==> src/rtl/shifter_pkg.sv <==
// rtl/shifter_pkg.sv - shared command codes, state/direction types and one-bit shift step
package shifter_pkg;

  // Width the shift_step helper operates on; the shifter's WIDTH must match it.
  localparam int DATA_W = 32;

  localparam logic [2:0] CMD_NOP  = 3'b000;
  localparam logic [2:0] CMD_LOAD = 3'b001;
  localparam logic [2:0] CMD_SLL  = 3'b010;
  localparam logic [2:0] CMD_SRL  = 3'b011;
  localparam logic [2:0] CMD_SRA  = 3'b100;

  typedef enum logic {
    IDLE  = 1'b0,
    SHIFT = 1'b1
  } state_e;

  typedef enum logic [1:0] {
    DIR_SLL = 2'd0,
    DIR_SRL = 2'd1,
    DIR_SRA = 2'd2
  } dir_e;

  // One iteration of the shifter: move every bit by one position.
  function automatic logic [DATA_W-1:0] shift_step(input dir_e dir,
                                                   input logic [DATA_W-1:0] value);
    logic [DATA_W-1:0] res;
    res = value;
    case (dir)
      DIR_SLL: res = {value[DATA_W-2:0], 1'b0};
      DIR_SRL: res = {1'b0, value[DATA_W-1:1]};
      DIR_SRA: res = {value[DATA_W-1], value[DATA_W-1:1]};
      default: res = value;
    endcase
    return res;
  endfunction

endpackage

==> src/rtl/iter_shifter_if.sv <==
// rtl/iter_shifter_if.sv - command/result bundle between ALU control and the shifter
interface iter_shifter_if #(
  parameter int WIDTH   = 32,
  parameter int SHAMT_W = 5
);
  logic [2:0]         cmd;
  logic [SHAMT_W-1:0] shamt;
  logic [WIDTH-1:0]   data_in;
  logic [WIDTH-1:0]   data_out;
  logic               busy;
  logic               done;

  modport master (
    output cmd, shamt, data_in,
    input  data_out, busy, done
  );

  modport slave (
    input  cmd, shamt, data_in,
    output data_out, busy, done
  );
endinterface

==> src/rtl/iter_shifter.sv <==
// rtl/iter_shifter.sv - iterative one-bit-per-cycle 32-bit shift unit with busy/done handshake
module iter_shifter
  import shifter_pkg::*;
#(
  parameter int WIDTH   = DATA_W,
  parameter int SHAMT_W = 5
) (
  input  logic           clk,
  input  logic           reset,
  iter_shifter_if.slave  bus
);

  state_e             state_q, state_d;
  dir_e               dir_q, dir_d;
  logic [SHAMT_W-1:0] cnt_q, cnt_d;
  logic [WIDTH-1:0]   data_q, data_d;
  logic               done_q, done_d;

  // State register; reset wins over everything, including an in-flight shift.
  always_ff @(posedge clk) begin
    if (reset) begin
      state_q <= IDLE;
      dir_q   <= DIR_SLL;
      cnt_q   <= '0;
      data_q  <= '0;
      done_q  <= 1'b0;
    end else begin
      state_q <= state_d;
      dir_q   <= dir_d;
      cnt_q   <= cnt_d;
      data_q  <= data_d;
      done_q  <= done_d;
    end
  end

  // Next-state: accept commands only in IDLE (which includes the done cycle),
  // otherwise step once per cycle until the count runs out.
  always_comb begin
    state_d = state_q;
    dir_d   = dir_q;
    cnt_d   = cnt_q;
    data_d  = data_q;
    done_d  = 1'b0;
    case (state_q)
      IDLE: begin
        case (bus.cmd)
          CMD_LOAD: data_d = bus.data_in;
          CMD_SLL, CMD_SRL, CMD_SRA: begin
            case (bus.cmd)
              CMD_SRL: dir_d = DIR_SRL;
              CMD_SRA: dir_d = DIR_SRA;
              default: dir_d = DIR_SLL;
            endcase
            cnt_d = bus.shamt;
            // A zero-length shift completes immediately without ever raising busy.
            if (bus.shamt == '0) begin
              done_d = 1'b1;
            end else begin
              state_d = SHIFT;
            end
          end
          default: ; // NOP and reserved codes leave everything untouched
        endcase
      end
      SHIFT: begin
        data_d = shift_step(dir_q, data_q);
        cnt_d  = cnt_q - SHAMT_W'(1);
        if (cnt_q == SHAMT_W'(1)) begin
          state_d = IDLE;
          done_d  = 1'b1;
        end
      end
      default: state_d = IDLE;
    endcase
  end

  assign bus.data_out = data_q;
  assign bus.busy     = (state_q == SHIFT);
  assign bus.done     = done_q;

endmodule

==> src/flat_wrapper.sv <==
// flat-port wrapper written by rule: the top's interface ports become plain ports
module iter_shifter_flat import shifter_pkg::*;
#(
  parameter int WIDTH   = DATA_W,
  parameter int SHAMT_W = 5
)
  (clk, reset, bus_cmd, bus_shamt, bus_data_in, bus_data_out, bus_busy, bus_done);
  iter_shifter_if #(.WIDTH(WIDTH), .SHAMT_W(SHAMT_W)) bus_i ();
  input  logic clk;
  input  logic reset;
  input wire logic [$bits(bus_i.cmd)-1:0] bus_cmd;
  input wire logic [$bits(bus_i.shamt)-1:0] bus_shamt;
  input wire logic [$bits(bus_i.data_in)-1:0] bus_data_in;
  output wire logic [$bits(bus_i.data_out)-1:0] bus_data_out;
  output wire logic [$bits(bus_i.busy)-1:0] bus_busy;
  output wire logic [$bits(bus_i.done)-1:0] bus_done;
  assign bus_i.cmd = bus_cmd;
  assign bus_i.shamt = bus_shamt;
  assign bus_i.data_in = bus_data_in;
  assign bus_data_out = bus_i.data_out;
  assign bus_busy = bus_i.busy;
  assign bus_done = bus_i.done;
  iter_shifter #(.WIDTH(WIDTH), .SHAMT_W(SHAMT_W)) u_core (.clk(clk), .reset(reset), .bus(bus_i));
endmodule
==> config.mk <==
export PLATFORM = sky130hd
export DESIGN_NAME = iter_shifter_flat
export DESIGN_NICKNAME = d
export VERILOG_FILES = /design/src/rtl/shifter_pkg.sv /design/src/rtl/iter_shifter_if.sv /design/src/rtl/iter_shifter.sv /design/src/flat_wrapper.sv
export SDC_FILE = /design/constraint.sdc
export NUM_CORES = 1
export LEC_CHECK = 0
export CORE_ASPECT_RATIO = 1.2
export CORE_UTILIZATION = 48
export DETAILED_ROUTE_END_ITERATION = 7
export PLACE_DENSITY = 0.79
export SYNTH_ARGS = -nofsm -noshare
export SYNTH_HDL_FRONTEND = slang
export SYNTH_SLANG_ARGS = --single-unit
==> constraint.sdc <==
create_clock -name clk -period 2.6 [get_ports clk]
set_clock_uncertainty 0.15 [all_clocks]
set_input_delay 0.39 -clock clk [delete_from_list [all_inputs] [get_ports clk]]
set_output_delay 0.39 -clock clk [all_outputs]
set_load 0.01 [all_outputs]
==> results of run 1 <==
## metal layers
layer	routed length, um	up-vias
met3	374	8
met5	0	-
met1	2690	1186
met2	3220	65
met4	91	0
li1	-	1277
## area by class of cell
cell class                      instances  area (um2)
Inverter                                5        18.8
Clock buffer                            5        68.8
Clock inverter                          3        65.1
Sequential cell                        41         822
Timing Repair Buffer                   83         823
Multi-Input combinational cell        247        1550
Fill cell                             432        1590
Tap cell                               60        75.1
## flip-flops by register name, indices dropped and copies added, names as in the netlist
| name | cells |
|---|---|
| u_core.bus.data_out | 32 |
| u_core.cnt_q | 5 |
| u_core.dir_q | 2 |
| u_core.bus.busy | 1 |
| u_core.bus.done | 1 |
## critical path, stage by stage (launching register included)
cell and delay (ps):
dfxtp_1 390, inv_1 80, ha_1 300, o31ai_1 350, and2_4 520, a211oi_2 70
nor3_1 200
## kinds of logic (layout without fill, tap and decap cells)
kind of cell    Yosys count  after routing
fa+ha+maj                 6              6
simple gates            148            148
compound gates           93             93
flops                    41             41
buf+inv                  35             96
## through the flow
stage / setup WS, ps / util / total power [mW] / std cells / area (um2)
detailed placement: 203 / 0.656 / 1.42 / 436 / 3290
global placement: 284 / 0.656 / 1.41 / 436 / 3290
floorplan: 732 / - / 1.17 / 323 / 2550
global route: 310 / 0.683 / 2.12 / 444 / 3420
CTS: 453 / 0.683 / 2.03 / 444 / 3420
finish: 458 / 0.683 / 2.01 / 444 / 3420
## layout by cell type, fill, tap and decap left out, drive strengths merged, types with 2 or more instances in the layout
master / instances
nand3: 7
o211ai: 14
a211oi: 26
a21oi: 35
ha: 6
o31ai: 3
clkbuf: 5
nand3b: 3
nand2b: 36
buf: 8
nor3: 31
o2bb2ai: 2
bufinv: 2
dfxtp: 41
o21ai: 3
inv: 5
clkdlybuf4s50: 75
nor2: 56
nand2: 8
a311oi: 2
## power by group through the flow
stage	Sequential [mW]	Combinational, mW	Clock [mW]
2_1_floorplan	0.810	0.362	0
3_3_place_gp	0.804	0.602	0
3_5_place_dp	0.805	0.614	0
4_1_cts	0.791	0.618	0.618
5_1_grt	0.803	0.674	0.641
6_report	0.791	0.614	0.608
## worst paths after layout
check / endpoint / slack (ps) / cells past startpoint
hold reg to reg: u_core.bus.data_out[14] / 350 / 2
setup reg to reg: u_core.bus.data_out[25] / 460 / 6
setup / recovery: u_core.bus.data_out[25] / 460 / 6
hold / removal: u_core.bus.data_out[14] / 350 / 2
==> flow_summary_export.csv, run 1 <==
group,metric,value,unit
global_routing,grt_util_met2,0.425,
placement,routabilityCongestion,0.781,
synth,synth_area,2550,um2
clock_tree,post_cts_buffers,0,
run,cap_viol_max_count,0,
timing,finalCriticalPeriod,2140,ps
synth,yosysMostFrequentCell,"nor2_1",
outcome,status,"complete, no violations",
pwr,powerDensity,589,nW/um2
clock_tree,postCtsHoldBufs,0,
synth,synth_top_cell_area_share,0.322,
global_routing,grt_pass1_wl,9850,um
die,core_area,5010,um2
clock_tree,h-tree-depth,2,
route,wl,6380,um
die,row_count,28,
synth,synth_seq_cells,41,
timing,drv_slew,0,
timing,finalCritPeriodShare,0.824,
synth,synth_top_family_by_area,"simple AND/OR/NAND/NOR gates",
global_routing,grt_max_degree,36,
critical_path,cp.arrival,2200,ps
synth,synth-simple-area-share,0.289,
route,ant_nets,0,
timing,tightest_slew,675,ps
layout,drive_gt1_frac,0.117,
synth,yosys.area.top_type,"dfxtp_1",
layout,antenna_cells,0,
synth,synthAdderAreaFrac,0.0294,
timing,rsz0062_at_grt,"no",
synth,synth_common_cells,"nor2_1, dfxtp_1, nand2b_1, a21oi_1, nor3_1",
synth,synthTopCellsByArea,"dfxtp_1, a211oi_2, nand2b_1",
synth,syn_avg_cell_area,7.90,um2
critical_path,cp-start-kind,"flop",
timing,max_clock_freq,0.467,GHz
clock_tree,clkTransAtPathRegs,80,ps
die,die_height,81.9,um
global_routing,grt_busiest_layer,"met2",
global_routing,grtUsageMet3,0.0472,
timing,hold_violations,0,
route,routed_via_density,5.71,
pwr,combinationalPowerShare,0.305,
pwr,ir_drop,0.356,mV
critical_path,path_max_fanout,30,
route,drc,0,
pwr,internal_power,1.40,mW
synth,synth_top_flop_cell,"dfxtp_1",
clock_tree,clkLatencyLatePin,290,ps
critical_path,r2r-start,"u_core.dir_q[1]",
worst_hold_path,min_path_type,"flop to flop",
pwr,p_clk_frac,0.302,
clock_tree,cts_buffers,5,
pwr,netSwitchingFraction,0.305,
timing,setup_viol,0,
critical_path,crit_path_end_kind,"flop",
die,initial_core_util,0.509,
global_routing,first_global_vias,2285,
global_routing,antenna_found_initial,0,
global_routing,use_met1,0.248,
synth,syn_inst,323,
global_routing,grt-ovfl-total,0,
synth,synthXorXnorAreaFrac,0,
synth,synth-compound-area-share,0.288,
synth,netlist-cell-type-count,39,
synth,yosysWarnings,0,
synth,syn-num-nets,371,
pwr,seq_power_share,0.393,
clock_tree,clock-sinks,41,
die,die_w,68.6,um
synth,synth_edf_count,0,
critical_path,path_class,"flop to flop",
timing,max_slew_margin,0.549,
die,dieArea,5610,um2
clock_tree,root_buffer,"clkbuf_8",
route,wl_per_cell,14.4,um
route,vias,2536,
synth,synth-seq-area-share,0.322,
clock_tree,cts_buffer_depth,2,
worst_hold_path,hold_start,"u_core.bus.data_out[14]",
synth,async_flop_share,0,
timing,fin_tns_setup,0,ps
pwr,p_sw,0.614,mW
clock_tree,post_cts_resized,0,
route,drt_pre_antenna_iters,4,
pwr,leakage,1.19,nW
critical_path,crit_path_start,"u_core.dir_q[1]",
critical_path,cp.required,2660,ps
placement,portBuffers,75,
timing,whs,347,ps
layout,layout.nets,431,
placement,dp_hpwl,4480,um
layout,layout-area-overhead-vs-synth,34.0,%
global_routing,grt_usage,0.228,
route,drt_first_iter_violations,146,
clock_tree,cts_tree,"done",
synth,synthMuxAreaShare,0,
die,num_io_pins,76,
(Power assumes the default switching activity.)
==> inputs of run 2 (changes only) <==
Clock period 2.6 ns to 2.15 ns, I/O delays scaled along.
==> flow_summary_export.csv, run 2 (synthesis results as in run 1) <==
group,metric,value,unit
run,cap_viol_max_count,0,
clock_tree,root_buffer,"clkbuf_8",
clock_tree,post_cts_buffers,0,
layout,fillCellCount,436,
timing,hold_violations,0,
pwr,internal_power,1.63,mW
timing,finalCritPeriodShare,0.943,
clock_tree,h-tree-depth,2,
critical_path,cp-start-kind,"flop",
route,routed_via_density,5.70,
pwr,leakage,1.23,nW
pwr,combinationalPowerShare,0.330,
clock_tree,cts_tree,"done",
clock_tree,clock-sinks,41,
timing,max_clock_freq,0.493,GHz
layout,final_cell_mix,"clkdlybuf4s50_1, nor2_1, dfxtp_1",
layout,layout_commonest_cell,"clkdlybuf4s50_1",
global_routing,grt_util_met2,0.440,
die,core_area,5010,um2
pwr,p_clk_frac,0.272,
global_routing,grt_max_degree,63,
clock_tree,cts_buffer_depth,2,
layout,antenna_cells,0,
clock_tree,clkLatencyLatePin,300,ps
placement,routabilityCongestion,0.841,
worst_hold_path,min_path_type,"flop to flop",
global_routing,first_global_vias,2417,
pwr,powerDensity,681,nW/um2
timing,tightest_slew,532,ps
critical_path,cp.arrival,2050,ps
pwr,seq_power_share,0.399,
timing,setup_viol,0,
global_routing,antenna_found_initial,0,
route,drc,0,
global_routing,grt_pass1_wl,10600,um
placement,pre_cts_ws,-27.7,ps
timing,rsz0062_at_grt,"no",
timing,fin_tns_setup,0,ps
layout,drive_gt1_frac,0.137,
global_routing,grt_usage,0.243,
critical_path,crit_path_end_kind,"flop",
pwr,netSwitchingFraction,0.314,
layout,layout-area-overhead-vs-synth,37.2,%
die,row_count,28,
global_routing,grt-ovfl-total,0,
timing,finalCriticalPeriod,2030,ps
clock_tree,cts_buffers,5,
critical_path,path_max_fanout,14,
clock_tree,postCtsHoldBufs,0,
die,num_io_pins,76,
timing,drv_slew,0,
global_routing,use_met1,0.279,
route,wl_per_cell,14.9,um
die,die_height,81.9,um
route,ant_nets,0,
clock_tree,clkTransAtPathRegs,80,ps
route,drt_pre_antenna_iters,4,
route,wl,6740,um
layout,largest_reg_flops,32,
die,initial_core_util,0.509,
route,drt_first_iter_violations,112,
outcome,status,"complete, no violations",
critical_path,path_class,"flop to flop",
global_routing,grt_busiest_layer,"met2",
die,dieArea,5610,um2
placement,dp_hpwl,4610,um
global_routing,grtUsageMet3,0.0542,
timing,max_slew_margin,0.644,
critical_path,cp.required,2180,ps
route,vias,2584,
die,die_w,68.6,um
timing,fin_ws,123,ps
placement,portBuffers,75,
pwr,ir_drop,0.454,mV
pwr,p_sw,0.750,mW
layout,layout.nets,440,
run 2: cell types whose count changed in the layout (fill, tap and decap cells not counted), sizes merged:
cell | previous run | this run
buf | 8 | 16
clkbuf | 5 | 7
and2 | 1 | 2
bufinv | 2 | 1
clkinv | 1 | 0
run 2: repair_timing:
item	4_1_cts	5_1_grt
endpoints found under the setup margin	0	30
hold endpoints to repair	0	0
resized for setup	0	2
run 2: final timing paths:
path                                start                 endpoint  slack (ps)  depth (start not counted)
hold / removal    u_core.bus.data_out[15]  u_core.bus.data_out[15]         350                          2
setup reg to reg          u_core.dir_q[0]   u_core.bus.data_out[5]         120                          7
setup / recovery          u_core.dir_q[0]   u_core.bus.data_out[5]         120                          7
hold reg to reg   u_core.bus.data_out[15]  u_core.bus.data_out[15]         350                          2
run 2: stage by stage:
| step | instance area, um2 | total power, mW | hold slack, ps | util | std cells |
|---|---|---|---|---|---|
| final | 3500 | 2.38 | 346 | 0.699 | 453 |
| after detailed placement | 3370 | 1.74 | 337 | 0.673 | 444 |
| after floorplan | 2550 | 1.42 | 289 | - | 323 |
| after global placement | 3370 | 1.73 | 335 | 0.673 | 444 |
| after CTS | 3490 | 2.39 | 349 | 0.696 | 452 |
| after global routing | 3500 | 2.51 | 368 | 0.699 | 453 |
run 2: metal layers:
metal / up-vias / wire length [um]
li1: 1290 / -
met1: 1204 / 2770
met2: 78 / 3430
met3: 12 / 437
met4: 0 / 106
met5: - / 0
run 2: power groups by stage:
| stage | Combinational (mW) | Sequential [mW] | Clock [mW] |
|---|---|---|---|
| after floorplan | 0.438 | 0.980 | 0 |
| after global placement | 0.759 | 0.966 | 0 |
| after detailed placement | 0.776 | 0.967 | 0 |
| after CTS | 0.782 | 0.949 | 0.656 |
| after global routing | 0.863 | 0.963 | 0.685 |
| final | 0.786 | 0.951 | 0.648 |
run 2: worst max-delay path, cell delays in order, from the launching register on:
cell and delay, ps:
dfxtp_1 390, inv_1 110, ha_1 230, o31ai_2 410, nand2_2 260, buf_12 220, nor2_1 90, nor3_1 50
run 2: area by class of cell:
cell class	count	area, um2	area share
inverter	5	18.8	0.00536
multi-input combinational	248	1560	0.446
tap	60	75.1	0.0214
timing repair buffer	91	908	0.259
clock buffer	7	86.3	0.0247
clock inverter	1	30.0	0.00858
sequential	41	822	0.235
